`src/rtl/fetch_unit.sv`:
```
// Instruction fetch stage: owns the PC, drives the memory pointer and
// latches the returned instruction into the IF/ID instruction register.
module fetch_unit #(
   parameter int                   ADDR_W   = 16,
   parameter int                   INSTR_W  = 16,
   parameter logic [ADDR_W-1:0]    RESET_PC = 16'h0000,
   parameter int                   PC_STEP  = 2,
   parameter logic [INSTR_W-1:0]   HALT_OP  = 16'hFFFF
) (
   input  logic               clk,
   input  logic               rst,
   input  logic [INSTR_W-1:0] instr_in,
   input  logic               stall,
   input  logic               jump_en,
   input  logic [ADDR_W-1:0]  jump_addr,
   input  logic               branch_en,
   input  logic [ADDR_W-1:0]  branch_off,
   output logic [ADDR_W-1:0]  pointer,
   output logic [INSTR_W-1:0] ir,
   output logic [ADDR_W-1:0]  ir_pc,
   output logic               ir_valid,
   output logic               halted,
   output logic               misalign,
   output logic [15:0]        fetch_count
);

   typedef enum logic {
      RUN    = 1'b0,
      HALTED = 1'b1
   } state_t;

   state_t               r_state;
   logic [ADDR_W-1:0]    r_pc;
   logic [INSTR_W-1:0]   r_ir;
   logic [ADDR_W-1:0]    r_ir_pc;
   logic                 r_ir_valid;
   logic                 r_halted;
   logic                 r_misalign;
   logic [15:0]          r_fetch_count;

   logic [ADDR_W-1:0]    w_br_tgt;
   logic [ADDR_W-1:0]    w_pc_next;
   logic                 w_is_halt;

   // branch target is relative to the instruction currently in ir
   assign w_br_tgt  = r_ir_pc + branch_off;
   assign w_pc_next = r_pc + ADDR_W'(PC_STEP);
   assign w_is_halt = (instr_in == HALT_OP);

   always_ff @(posedge clk or posedge rst) begin
      if (rst) begin
         r_state       <= RUN;
         r_pc          <= RESET_PC;
         r_ir          <= '0;
         r_ir_pc       <= '0;
         r_ir_valid    <= 1'b0;
         r_halted      <= 1'b0;
         r_misalign    <= 1'b0;
         r_fetch_count <= '0;
      end else if (jump_en) begin
         r_pc       <= {jump_addr[ADDR_W-1:1], 1'b0};
         r_ir_valid <= 1'b0;
         r_state    <= RUN;
         r_halted   <= 1'b0;
         r_misalign <= r_misalign | jump_addr[0];
      end else if (branch_en && r_state == RUN) begin
         r_pc       <= {w_br_tgt[ADDR_W-1:1], 1'b0};
         r_ir_valid <= 1'b0;
         r_misalign <= r_misalign | w_br_tgt[0];
      end else if (r_state == HALTED) begin
         r_ir_valid <= 1'b0;
      end else if (!stall) begin
         r_ir          <= instr_in;
         r_ir_pc       <= r_pc;
         r_ir_valid    <= 1'b1;
         r_fetch_count <= r_fetch_count + 16'd1;
         if (w_is_halt) begin
            r_state  <= HALTED;
            r_halted <= 1'b1;
         end else begin
            r_pc <= w_pc_next;
         end
      end
   end

   assign pointer     = r_pc;
   assign ir          = r_ir;
   assign ir_pc       = r_ir_pc;
   assign ir_valid    = r_ir_valid;
   assign halted      = r_halted;
   assign misalign    = r_misalign;
   assign fetch_count = r_fetch_count;

endmodule
```
`config.mk`:
```
export PLATFORM = sky130hd
export DESIGN_NAME = fetch_unit
export DESIGN_NICKNAME = d
export VERILOG_FILES = /design/src/rtl/fetch_unit.sv
export SDC_FILE = /design/constraint.sdc
export NUM_CORES = 1
export LEC_CHECK = 0
export ABC_AREA = 1
export CAP_MARGIN = 30
export CORE_UTILIZATION = 48
export CTS_CLUSTER_DIAMETER = 60
export CTS_CLUSTER_SIZE = 8
export DETAILED_ROUTE_END_ITERATION = 16
export GPL_TIMING_DRIVEN = 0
export PLACE_DENSITY = 0.8
export SETUP_SLACK_MARGIN = 0.1
export SYNTH_ARGS = -nofsm -noshare
export SYNTH_HDL_FRONTEND = slang
export SYNTH_SLANG_ARGS = --single-unit
```
`constraint.sdc`:
```
create_clock -name clk -period 3 [get_ports clk]
set_input_delay 0.75 -clock clk [delete_from_list [all_inputs] [get_ports clk]]
set_output_delay 0.75 -clock clk [all_outputs]
set_load 0.02 [all_outputs]
```
==> impl_metrics.toml, run 1 <==
[outcome]
status = "complete, no violations"

[synth]
ys_top_cells_by_area = "dfrtp_1, nand2_1, inv_1, ha_1, nand3_1"
yosysSeqAreaShare_pct = 40.4
ys.warnings.count = 0
yosysTopAreaCell = "dfrtp_1"
synth.avg_cell_area_um2 = 7.16
syn_inst = 571
synth-seq-cells = 66
synth.distinct_cells = 35
yosysTopAreaCellShare_pct = 40.4
synth_area_mm2 = 0.00409

[sta]
clock-skew-final_ns = 0.0109
tightestPinTransition_ns = 0.653
fmax_ghz = 0.418
slew_headroom_pct = 56.4
rsz0062_at_grt = "no"
slew_violations = 0
setup_viol = 0
period_needed_ns = 2.39
finalCritPeriodShare_pct = 79.7
hold_violations = 0

[global_routing]
overflow = 0
grt.total_usage_pct = 27.4
grt_max_degree = 38
grt_pass1_wl_um = 18600
grt_pass1_vias = 3962
antenna_found_initial = 0

[setup_path]
endpoint_kind = "flip-flop"
critPathKind = "in -> reg"
startpoint_type = "primary input"
crit_path_max_fanout = 10
reg2reg_slack_ns = 1.09
critPathTopFamily = "buffers and inverters"
r2r_end = "pointer[7]"
r2r_start = "ir_pc[5]"
path_cells = "clkdlybuf4s50_1 -> nand2_1 -> nor2_1 -> nand2_1 -> nor2_1 -> nor2_1 -> inv_1 -> nand2_1 -> inv_1 -> buf_4 -> nor2_1 -> nand2_1 -> o21ai_0"
rr_worst_depth = 9
worstPathArrival_ns = 2.59
critPathBufInv = 4
cp_slowest_cell = "clkdlybuf4s50_1"
cpPeakStageDelay_ns = 0.49
cp_data_required_time_ns = 3.20

[cts]
cts.sinks = 66
postCtsHoldBufs = 0
clkTransAtPathRegs_ns = 0.07
root_buffer = "clkbuf_8"
clk_latency_ns = 0.34
cts_max_path_buffers = 2
numCtsBuffers = 9
htreeDepth = 3
cts_tree = "done"
cts_setup_buffers = 0
cts_resized = 0

[cells_and_area]
diodes = 0
drive_gt1_share_pct = 4.12
nFillCells = 709
fin_cells = 809
nets = 771
area_delta_synth_final_pct = 37.1

[floorplanning]
die_h_um = 94.3
die_area_mm2 = 0.00889
placementRows = 33
coreArea_mm2 = 0.00822
num_io_pins = 120
fp.dieW_um = 94.3
initial_utilization_pct = 49.7

[run]
cap_violations = 0

[routing]
dr.first_iter.drc_count = 209
vias = 4219
wl_um = 11500
vias_per_cell = 5.22
first_pass_iters = 5
wl_per_cell_um = 14.2
ant_nets = 0
route.detailed.drc = 0

[placement]
dp_hpwl_um = 8920
port_buffers = 117
placedCellCount = 795
routabilityCongestion = 0.878

[min_path]
holdCritStartpoint = "fetch_count[15]"
hold_end = "fetch_count[15]"
hold_path.class = "reg -> reg"
min_path_cells = 1

[power]
seqPwrFrac_pct = 36.6
p_switching_mw = 1.23
switching_share_pct = 37.9
power_leakage_nw = 2.84
irDropWorstVdd_mv = 0.448
pwr-share-clk_pct = 22.9
power.density_mw_per_mm2 = 581
p_int_mw = 2.02
p_total_mw = 3.26
pwr-share-comb_pct = 40.5
[registers in the layout, indices dropped and copies added, names as in the netlist]
| signal | flops |
|---|---|
| pointer | 15 |
| ir | 16 |
| misalign | 1 |
| ir_valid | 1 |
| fetch_count | 16 |
| halted | 1 |
| r_state | 1 |
| ir_pc | 15 |
[cell usage after synthesis, drive strengths merged]
cell type / instances
a31oi: 1
clkinv: 1
clkbuf: 9
inv: 63
xor2: 15
ha: 17
xnor2: 6
nor3: 6
nor3b: 1
nand4: 8
nand3: 43
conb: 1
a22o: 1
a21boi: 1
and2: 2
nor2: 55
o22ai: 3
nand2: 211
o211ai: 5
o21ai: 35
dfrtp: 66
buf: 6
o311ai: 1
nand3b: 2
a21oi: 12
[cells by family after synthesis]
family | after synthesis | synth area share, %
AND/OR/NAND/NOR | 328 | 34.2
buffers and inverters | 79 | 7.71
flip-flops | 66 | 40.4
AO/OA/AOI/OAI | 59 | 7.90
XOR/XNOR | 21 | 4.50
adder cells (fa/ha/maj) | 17 | 5.20
other | 1 | 0.0917
[cell usage in the layout (no fill, tap or decap), types with 3 or more instances in the layout]
master	count
a21oi_1	12
xnor2_1	6
nand3_1	41
nand2_1	210
ha_1	17
dfrtp_1	66
nor3_1	5
inv_1	61
nand4_1	8
nor2_1	52
o21ai_0	35
o22ai_1	3
clkbuf_8	11
clkbuf_1	9
buf_4	3
o211ai_1	5
clkdlybuf4s50_1	117
xor2_1	15
[area by class of cell]
class,instances,area [um^2],area share (%)
Clock inverter,3,40.0,0.714
Timing Repair Buffer,118,1190,21.2
Tap cell,105,131,2.34
Clock buffer,11,151,2.70
Multi-Input combinational cell,427,2120,37.9
Sequential cell,66,1650,29.5
Buffer,15,75.1,1.34
Inverter,64,240,4.29
[worst max-delay path by stage]
stage	start	to	cells past startpoint
2_1_floorplan	rst	fetch_count[0]	1
3_3_place_gp	rst	ir[7]	2
3_5_place_dp	instr_in[0]	pointer[8]	13
4_1_cts	instr_in[0]	pointer[8]	13
5_1_grt	instr_in[0]	pointer[8]	13
6_report	instr_in[0]	pointer[8]	13
[per-layer routing]
layer	up-vias	wire length, um	track usage (%)
met3	15	1010	8.01
met4	0	223	10.5
li1	2066	-	-
met1	1969	4740	32.2
met2	169	5560	46.7
met5	-	0	0
[power by group through the flow]
stage	sequential, mW	clock, mW	combinational [mW]
global placement	1.20	0	1.28
global route	1.22	0.793	1.45
finish	1.19	0.747	1.32
floorplan	1.35	0	0.596
detailed placement	1.20	0	1.31
CTS	1.19	0.751	1.32
[per-stage QoR]
stage / TNS (ns) / cell area [um^2] / hold WS, ns / worst slack [ns] / util, %
after CTS: 0 / 5610 / 0.479 / 0.600 / 68.2
after detailed placement: 0 / 5410 / 0.459 / 0.249 / 65.9
final: 0 / 5610 / 0.476 / 0.609 / 68.2
after floorplan: 0 / 4090 / 0.468 / 0.595 / -
after global placement: -33.99 / 5390 / 0.457 / -0.519 / 65.6
after global routing: 0 / 5610 / 0.494 / 0.430 / 68.2
Note: power is estimated with default switching activity, not from simulation.
==> run 2: changes to the inputs <==
- clock period: 3 -> 2.4 ns (I/O delays scaled with it)
==> impl_metrics.toml, run 2 (synthesis results as in run 1) <==
[outcome]
status = "complete, no violations"

[floorplanning]
fp.dieW_um = 94.3
placementRows = 33
num_io_pins = 120
initial_utilization_pct = 49.7
coreArea_mm2 = 0.00822
die_area_mm2 = 0.00889
die_h_um = 94.3

[sta]
finalCritPeriodShare_pct = 90.8
tns_ns = 0
slew_violations = 0
rsz0062_at_grt = "yes"
clock-skew-final_ns = 0.0103
period_needed_ns = 2.18
setup_viol = 0
tightestPinTransition_ns = 0.650
hold_violations = 0
fmax_ghz = 0.459
slew_headroom_pct = 56.6

[setup_path]
endpoint_kind = "flip-flop"
critPathKind = "in -> reg"
cp_data_required_time_ns = 2.65
crit_path_max_fanout = 10
startpoint_type = "primary input"
worstPathArrival_ns = 2.43

[cells_and_area]
final_cell_mix = "nand2_1, clkdlybuf4s50_1, dfrtp_1"
area_delta_synth_final_pct = 37.2
diodes = 0
final_common_cell = "nand2_1"
nFillCells = 707
utilization_pct = 68.3
nets = 771
drive_gt1_share_pct = 4.40

[power]
switching_share_pct = 37.9
power_leakage_nw = 2.85
p_switching_mw = 1.55
power.density_mw_per_mm2 = 727
pwr-share-comb_pct = 40.5
irDropWorstVdd_mv = 0.559
pwr-share-clk_pct = 22.9
p_int_mw = 2.53
seqPwrFrac_pct = 36.6

[global_routing]
grt_max_degree = 38
antenna_found_initial = 0
grt_pass1_vias = 3962
grt.total_usage_pct = 27.4
overflow = 0
grt_pass1_wl_um = 18600

[cts]
cts_setup_buffers = 0
postCtsHoldBufs = 0
cts_tree = "done"
clkTransAtPathRegs_ns = 0.07
cts.sinks = 66
htreeDepth = 3
numCtsBuffers = 9
cts_max_path_buffers = 2
clk_latency_ns = 0.34
cts_resized = 0
root_buffer = "clkbuf_8"

[placement]
dp_hpwl_um = 8920
routabilityCongestion = 0.878
port_buffers = 117

[routing]
vias_per_cell = 5.20
dr.first_iter.drc_count = 184
vias = 4209
wl_per_cell_um = 14.3
first_pass_iters = 5
route.detailed.drc = 0
wl_um = 11500
ant_nets = 0

[min_path]
hold_path.class = "reg -> reg"

[run]
cap_violations = 0
## run 2: area by class of cell
class | instances | area, um^2 | share of cell area [%]
Multi-Input combinational cell | 427 | 2130 | 37.9
Inverter | 64 | 240 | 4.28
Clock buffer | 11 | 151 | 2.70
Buffer | 15 | 76.3 | 1.36
Tap cell | 105 | 131 | 2.34
Sequential cell | 66 | 1650 | 29.4
Clock inverter | 3 | 40.0 | 0.714
Timing Repair Buffer | 118 | 1190 | 21.2
## run 2: power groups by stage
stage	Sequential [mW]	Combinational (mW)	Clock (mW)
global placement	1.50	1.60	0
floorplan	1.69	0.745	0
finish	1.49	1.65	0.934
detailed placement	1.50	1.64	0
global route	1.52	1.81	0.991
CTS	1.49	1.65	0.938
## run 2: metal layers
layer / wire length (um) / vias up / global-route usage [%]
li1: - / 2065 / -
met1: 4700 / 1955 / 32.2
met2: 5560 / 168 / 46.7
met3: 1040 / 21 / 8.01
met4: 241 / 0 / 10.5
met5: 0 / - / 0
## run 2: worst paths after layout
check	from	to	slack [ns]	cells past startpoint
setup reg to reg	ir_pc[2]	pointer[12]	0.52	10
hold reg to reg	fetch_count[15]	fetch_count[15]	0.48	1
min in group asynchronous	rst	fetch_count[15]	0.67	2
max in group asynchronous	rst	ir[10]	1.10	3
hold / removal	fetch_count[15]	fetch_count[15]	0.48	1
setup / recovery	branch_en	pointer[9]	0.22	8
## run 2: worst max-delay path: stages
cell	delay, ns
clkdlybuf4s50_1	0.58
nand2_1	0.12
inv_1	0.20
clkbuf_1	0.49
nand3_1	0.18
nand3_1	0.11
nand2_1	0.06
o21ai_0	0.07
## run 2: through the flow
step,total power [mW],hold slack [ns],area (um^2),setup slack [ns],std cells
detailed placement,3.14,0.459,5410,-0.201,795
global placement,3.10,0.457,5390,-0.969,794
finish,4.08,0.476,5610,0.222,809
CTS,4.08,0.479,5610,0.150,809
floorplan,2.43,0.468,4090,0.145,572
global route,4.32,0.494,5610,0.0877,809
